## config.mk

```make
export PLATFORM = sky130hd
export DESIGN_NAME = mem_port_arbiter
export DESIGN_NICKNAME = d
export VERILOG_FILES = /design/src/rtl/mem_arb_pkg.sv /design/src/rtl/req_hold_slot.sv /design/src/rtl/mem_port_arbiter.sv
export SDC_FILE = /design/constraint.sdc
export NUM_CORES = 1
export LEC_CHECK = 0
export BUFFER_PORTS_ARGS = -buffer_cell sky130_fd_sc_hd__buf_2
export CORE_MARGIN = 2
export CORE_UTILIZATION = 41
export CTS_CLUSTER_SIZE = 25
export DETAILED_ROUTE_END_ITERATION = 16
export GPL_TIMING_DRIVEN = 0
export PLACE_DENSITY = 0.76
export SLEW_MARGIN = 40
export SYNTH_ARGS = -nofsm -noshare
export SYNTH_HDL_FRONTEND = slang
export SYNTH_SLANG_ARGS = --single-unit
```

## constraint.sdc

```tcl
create_clock -name clk -period 1.6 [get_ports clk]
set_input_delay 0.16 -clock clk [delete_from_list [all_inputs] [get_ports clk]]
set_output_delay 0.16 -clock clk [all_outputs]
set_load 0.01 [all_outputs]
```

## src/rtl/mem_arb_pkg.sv

```systemverilog
// rtl/mem_arb_pkg.sv - shared types and default widths for the memory port arbiter
package mem_arb_pkg;

    localparam int ADDR_W = 32;
    localparam int DATA_W = 32;

    typedef enum logic [1:0] {
        IDLE    = 2'b00,
        IF_BUSY = 2'b01,
        DM_BUSY = 2'b10
    } arb_state_t;

endpackage

```

## src/rtl/req_hold_slot.sv

```systemverilog
// rtl/req_hold_slot.sv - per-requester served flag and returned-data holding register
module req_hold_slot #(
    parameter int DATA_W = mem_arb_pkg::DATA_W
) (
    input  logic              clk,
    input  logic              reset,
    input  logic              set,
    input  logic              capture,
    input  logic [DATA_W-1:0] rdata_in,
    input  logic              adv,
    output logic              have,
    output logic [DATA_W-1:0] rdata
);

    // A completion landing on an advance edge wins; the flag clears on the following advance.
    always_ff @(posedge clk or negedge reset) begin
        if (!reset) begin
            have <= 1'b0;
        end else if (set) begin
            have <= 1'b1;
        end else if (adv) begin
            have <= 1'b0;
        end
    end

    always_ff @(posedge clk or negedge reset) begin
        if (!reset) begin
            rdata <= '0;
        end else if (set && capture) begin
            rdata <= rdata_in;
        end
    end

endmodule

```

## src/rtl/mem_port_arbiter.sv

```systemverilog
// rtl/mem_port_arbiter.sv - shares one memory port between fetch and data access, drives pipeline stall
module mem_port_arbiter #(
    parameter int ADDR_W = mem_arb_pkg::ADDR_W,
    parameter int DATA_W = mem_arb_pkg::DATA_W
) (
    input  logic              clk,
    input  logic              reset,
    input  logic              if_req,
    input  logic [ADDR_W-1:0] if_addr,
    output logic [DATA_W-1:0] if_rdata,
    output logic              if_done,
    input  logic              dm_req,
    input  logic              dm_wr,
    input  logic [ADDR_W-1:0] dm_addr,
    input  logic [DATA_W-1:0] dm_wdata,
    output logic [DATA_W-1:0] dm_rdata,
    output logic              dm_done,
    output logic              mem_valid,
    output logic              mem_wr,
    output logic [ADDR_W-1:0] mem_addr,
    output logic [DATA_W-1:0] mem_wdata,
    input  logic              mem_ready,
    input  logic [DATA_W-1:0] mem_rdata,
    output logic              stall
);
    import mem_arb_pkg::*;

    arb_state_t        state_q;
    arb_state_t        state_d;
    logic              load_if;
    logic              load_dm;
    logic [ADDR_W-1:0] addr_q;
    logic              wr_q;
    logic [DATA_W-1:0] wdata_q;
    logic              if_have;
    logic              dm_have;
    logic              if_pend;
    logic              dm_pend;
    logic              busy;
    logic              if_set;
    logic              dm_set;

    assign if_pend = if_req & ~if_have;
    assign dm_pend = dm_req & ~dm_have;
    assign stall   = if_pend | dm_pend;
    assign busy    = (state_q != IDLE);
    assign if_set  = (state_q == IF_BUSY) & mem_ready;
    assign dm_set  = (state_q == DM_BUSY) & mem_ready;

    always_ff @(posedge clk or negedge reset) begin
        if (!reset) begin
            state_q <= IDLE;
        end else begin
            state_q <= state_d;
        end
    end

    // Data wins from IDLE since it belongs to the older instruction; on completion
    // the other requester is chained directly without an IDLE cycle.
    always_comb begin
        state_d = state_q;
        load_if = 1'b0;
        load_dm = 1'b0;
        case (state_q)
            IDLE: begin
                if (dm_pend) begin
                    state_d = DM_BUSY;
                    load_dm = 1'b1;
                end else if (if_pend) begin
                    state_d = IF_BUSY;
                    load_if = 1'b1;
                end
            end
            IF_BUSY: begin
                if (mem_ready) begin
                    if (dm_pend) begin
                        state_d = DM_BUSY;
                        load_dm = 1'b1;
                    end else begin
                        state_d = IDLE;
                    end
                end
            end
            DM_BUSY: begin
                if (mem_ready) begin
                    if (if_pend) begin
                        state_d = IF_BUSY;
                        load_if = 1'b1;
                    end else begin
                        state_d = IDLE;
                    end
                end
            end
            default: state_d = IDLE;
        endcase
    end

    // Memory-side request fields come only from these latches so requesters may change mid-transfer.
    always_ff @(posedge clk or negedge reset) begin
        if (!reset) begin
            addr_q  <= '0;
            wr_q    <= 1'b0;
            wdata_q <= '0;
        end else if (load_dm) begin
            addr_q  <= dm_addr;
            wr_q    <= dm_wr;
            wdata_q <= dm_wdata;
        end else if (load_if) begin
            addr_q  <= if_addr;
            wr_q    <= 1'b0;
            wdata_q <= '0;
        end
    end

    assign mem_valid = busy;
    assign mem_wr    = busy & wr_q;
    assign mem_addr  = addr_q;
    assign mem_wdata = wdata_q;

    req_hold_slot #(.DATA_W(DATA_W)) u_if_slot (
        .clk      (clk),
        .reset    (reset),
        .set      (if_set),
        .capture  (1'b1),
        .rdata_in (mem_rdata),
        .adv      (~stall),
        .have     (if_have),
        .rdata    (if_rdata)
    );

    req_hold_slot #(.DATA_W(DATA_W)) u_dm_slot (
        .clk      (clk),
        .reset    (reset),
        .set      (dm_set),
        .capture  (~wr_q),
        .rdata_in (mem_rdata),
        .adv      (~stall),
        .have     (dm_have),
        .rdata    (dm_rdata)
    );

    assign if_done = if_have;
    assign dm_done = dm_have;

endmodule

```

======== Yosys cells after proc, flatten, opt, wreduce, memory -nomap -nowiden ========
Index checks and enable logic that the tools add are counted.
operators by class
  bitwise logic cells ..................... 9
  multiplexer cells ....................... 23
  equality and inequality tests ........... 7
  reduce and logical (&&, ||, !) cells .... 5
operators with widths
  cell                                                                     number
  32-bit two-way mux                                                       4
  1-bit two-way mux                                                        11
  2-bit two-way mux                                                        5
  2-bit one-hot mux with 3 select lines                                    1
  1-bit AND                                                                5
  2-bit by 1-bit inequality test with 1-bit output, second input constant  2
  2-bit inequality test, second input constant                             2
  1-bit one-hot mux with 2 select lines                                    2
  2-bit nonzero test                                                       2
  3-bit inequality test, second input constant                             1
  1-bit NOT                                                                3
  3-bit AND reduction                                                      1
  2-bit by 1-bit == test with 1-bit output, second input constant          1
  2-bit == test, second input constant                                     1
  2-bit logical NOT                                                        1
  1-bit logical AND                                                        1
  1-bit OR                                                                 1
storage, ports and cells
  bits in registers ....................... 133
  word-level logic and storage cells ...... 52
  input bits .............................. 134

======== Depth between registers and ports, before layout ========
  depth in word-level cells ............... 7
  gate-level depth with buffers ........... 5
  gate-level depth less buffers ........... 3

======== Modules after synthesis ========
A second synthesis with hierarchy kept.
second synthesis, totals
  cell total of the unflattened synthesis .. 423
  area, all modules ....................... 5710.5 µm²
by module, submodules not included
  module            instances  area each (µm²)  cells an instance  seq. area each (µm²)
  mem_port_arbiter  1          2945.3           281                1676.6
  req_hold_slot     2          1382.6           71                 825.8

======== Least setup slack after synthesis ========
No wires, ideal clock.
  path type ............................... register -> register
  start ................................... register u_dm_slot.have
  end ..................................... register addr_q[10], in the netlist mem_addr[10]
  period minus slack after synthesis ...... 1655 ps
  buffers on the path ..................... 2
  stages on the path, launching flop included .. 6
  slack ................................... -55 ps
  data required time ...................... 1474 ps
  data arrival time ....................... 1529 ps
  cell sequence ........................... dfrtp_1 -> or3b_1 -> and3_1 -> buf_6 -> buf_6 -> a221o_1
on the way
  word-level cells in the longest chain between the ends .. 6
RTL lines
  item                                                      line                                            text
  start: declaration                                        req_hold_slot.sv:11                             output logic have,
  start signal: assignment                                  req_hold_slot.sv:18                             have <= 1'b0;
  start signal: assignment                                  req_hold_slot.sv:20                             have <= 1'b1;
  start signal: assignment                                  req_hold_slot.sv:22                             have <= 1'b0;
  1-bit NOT *                                               mem_port_arbiter.sv:44                          assign dm_pend = dm_req & ~dm_have;
  1-bit AND *                                               mem_port_arbiter.sv:44
  1-bit two-way mux                                         mem_port_arbiter.sv:66, mem_port_arbiter.sv:76
  1-bit two-way mux                                         mem_port_arbiter.sv:75                          if (mem_ready) begin
  1-bit one-hot mux with 2 select lines                     mem_port_arbiter.sv:64                          case (state_q)
  32-bit two-way mux or 2-bit nonzero test (tied branches)  -
  end signal: assignment                                    mem_port_arbiter.sv:105                         addr_q <= dm_addr;
  end signal: assignment                                    mem_port_arbiter.sv:109                         addr_q <= if_addr;
  end: declaration                                          mem_port_arbiter.sv:32                          logic [ADDR_W-1:0] addr_q;
Mark *: on every way between the ends. The rest lies on a longest branch, timed or not.
A chain may end at the register's enable or synchronous reset.

======== Worst setup path in the final report ========
  start ................................... register state_q[1]
  end ..................................... register addr_q[12], in the netlist mem_addr[12]
on the way
  word-level cells in the longest chain between the ends .. 3
RTL lines
  item                                                              line                    text
  start: declaration                                                mem_port_arbiter.sv:28  arb_state_t state_q;
  start signal: assignment                                          mem_port_arbiter.sv:54  state_q <= state_d;
  2-bit by 1-bit == test with 1-bit output (tied with other cells)  mem_port_arbiter.sv:64
  1-bit one-hot mux with 2 select lines                             mem_port_arbiter.sv:64
  32-bit two-way mux or 2-bit nonzero test (tied branches)          -
Parallel ways exist; a longest one is shown, timed or not.

==> results summary <==
The first global-routing pass estimated about 24000 um of wire. The detailed-route wire length per cell is 17.5 um. The floorplan row count is 41. The cell family with the largest share of critical-path delay is simple AND/OR/NAND/NOR gates.

The post-layout utilization of the core is 69.9%. The starting utilization of the core area is about two fifths. For this block, the initial DRC count from the detailed router was between 200 and 250. The area fraction of the dominant cell type after synthesis is 64.3%. The achievable clock frequency came out at 601 MHz. The number of setup violations in the final report came out at 33. The cell leakage power is 4.47 nW.

The instance count on the critical path is 4. The critical path data required time is 1.89 ns. The average vias per placed instance is about 5. TritonCTS built the clock tree. The post-DP HPWL came out at 10200 um.

The number of antenna diodes in the final layout is 0. The cell count of the worst hold path is 2. The largest total area in the synthesized netlist belongs to dfrtp_1. At the worst endpoint, the arrival time is 1.95 ns. The via count came out at 4678. The library cell used most frequently in the layout, excluding fill and tap cells, is buf_2. The gate count after technology mapping is about 340. For this run, the register share of the synthesized area comes to 64.3%. The cell area after technology mapping is roughly 5200 um2. The depth of the worst register-to-register path came out at 4. The via count of the first global-routing pass was 5037. The worst setup path category is reg -> reg. The critical path goes through or3b_4 > and3_4 > buf_6 > a221o_1. The final hold slack came out at 0.0267 ns. The routed wire length came out at 16300 um. The total of buffers placed on input and output ports came out at 266. The clock latency on the worst-skew pair is 0.42 ns. The final clock skew came out at 0.00735 ns. The class of the most critical hold timing path is in -> reg. The peak fanout along the critical path came out at 7. The die height came out at about 120 um. In the global route stage, overall resource usage came out at 23.6%. The DRC violation count after routing came out at 0. After synthesis, the cell types taking the most area are dfrtp_1, mux2_2, a221o_1. The worst voltage drop across the vdd grid is 0.000958 V. The post-synthesis net count came out at approximately 480.

In the layout the commonest cells are buf_2, dfrtp_1, dlygate4sd3_1. At the end of the flow, the number of nets in the layout was approximately 880. The number of violations of the max-capacitance limit came out at 0. The number of buffers and inverters on the critical path is 1. The placer congestion estimate is 0.860. For this run, the number of Yosys warnings is 0. Setup repair after global routing could not meet its margin everywhere. CTS built an H-tree with a depth of 4.

After clock tree synthesis, the clock-pin slew on the worst setup and hold paths is 0.05 ns. The number of antenna violations at the first check in global routing came out at 0. After global routing the overflow that remains totals 0. TritonCTS created 17 clock buffers.

The boundary pin count is 267. The headroom to the max-slew limit is 74.5%. At the pin with the least slew margin, the transition time is 0.383 ns. STA classifies the critical path startpoint as a flop. The die covers 13500 um2. The post-layout total power is 17.1 mW. The final design area excluding fillers is 8720 um2. The average instance in the mapped netlist occupies 15.0 um2. The number of unique standard cell types used by synthesis came out at 26.

The placement-stage cell area is 6790 um2. The largest stage delay on the critical path came out at 0.45 ns. The critical path's slowest cell is dfrtp_2. The number of max-slew violations in the final report is 0. The placeable core region came out at 12500 um2. The final reports fail on negative setup slack. The CTS root buffer is clkbuf_16. Measured along the x axis, the die boundary spans approximately 120 um. The worst setup path is captured at a flop.

The pin count of the biggest net entering global routing is 65. The flow ran to the end, but the final reports show violations. Cells with a size suffix above 1 make up 54.3% of the layout. The total of flip-flops plus latches after synthesis is 133. Before antenna repair, the detailed router went through 4 iterations. The least setup slack across all paths after layout came out at -0.0648 ns. Clock tree synthesis found a total of 133 sinks. The detail route stage leaves a number of antenna-violating nets equal to 0.

The area added between synthesis and finish is 68.5%. The count of endpoints failing hold in the final timing report was 0. The cell area power density came out at 1960 nW/um2. The longest clock path from root to sink contains 2 buffers. After layout, the minimum clock period comes to 1.66 ns. The portion of the clock cycle consumed by the worst path in the final layout is 104%.
[synthesized netlist by cell type]
library cell and n:
nand2b_1 2, nor2b_1 1, dfrtp_1 133, buf_2 13
clkbuf_1 7, mux2_2 59, nand2_1 2, or2_1 1
buf_6 6, a221o_1 32, and2_1 1, o22ai_1 1
inv_1 2, and3_1 33, nor3b_1 2, o21ai_0 1
mux2_1 5, nor2_1 1, or2_2 1, a22o_1 33
or3b_1 1, nor3b_2 1, a22oi_1 1, a21oi_1 1
nor3_2 1, nand3b_1 3
[layout make-up]
cell class / count / area, um2
inverters: 2 / 7.51
well taps: 172 / 215
clock inverters: 12 / 201
fillers: 848 / 3750
clock buffers: 20 / 457
plain buffers: 24 / 196
repair buffers: 386 / 2580
flip-flops and latches: 133 / 3330
multi-input cells: 183 / 1730
[final timing paths]
check                                   start                  to  slack (ns)
max reg2reg                        state_q[1]        mem_addr[12]       -0.06
min in group asynchronous               reset  u_if_slot.rdata[9]        0.17
max in group asynchronous               reset        mem_addr[13]        0.60
min                              mem_rdata[5]  u_dm_slot.rdata[5]        0.03
max                                state_q[1]        mem_addr[12]       -0.06
min reg2reg                u_dm_slot.rdata[8]  u_dm_slot.rdata[8]        0.49
[kinds of logic (layout without fill, tap and decap cells)]
| kind of cell | count (synthesis) | count (layout) | synth area share, % |
|---|---|---|---|
| flops | 133 | 133 | 64.3 |
| compound gates | 69 | 69 | 12.2 |
| mux | 64 | 64 | 13.9 |
| simple gates | 50 | 50 | 6.27 |
| buf+inv | 28 | 444 | 3.22 |
[power by group]
| part | switching (mW) | internal, mW |
|---|---|---|
| Combinational | 3.24 | 3.64 |
| Sequential | 0.929 | 4.97 |
| Clock | 1.45 | 2.85 |
| Total | 5.62 | 11.5 |
[per-layer routing]
metal	vias up	track usage, %	part of all wire [%]
li1	2113	-	-
met1	2299	26.2	37
met2	230	42.6	53
met3	36	6.38	7.1
met4	0	10.2	2.4
met5	-	0	0
[per-stage QoR]
step / TNS (ns) / setup slack (ns) / cells
floorplan: -0.612 / -0.0214 / 344
global placement: -179.41 / -1.42 / 782
detailed placement: -24.66 / -0.389 / 784
CTS: -4.05 / -0.0983 / 919
global route: -3.60 / -0.120 / 932
finish: -1.24 / -0.0648 / 932
[flip-flops by register name, summed over array words and instances (netlist names)]
register / flops
wr_q: 1
u_dm_slot.have: 1
u_if_slot.have: 1
u_dm_slot.rdata: 32
mem_addr: 32
state_q: 2
u_if_slot.rdata: 32
mem_wdata: 32
[what timing repair did]
item	4_1_cts	5_1_grt
pin swaps	3	18
hold buffers	97	0
hold endpoints to repair	209	0
gates cloned	2	3
setup endpoints to repair	97	123
setup buffers	5	11
resized for setup	22	27
Note: power is estimated with default switching activity, not from simulation.
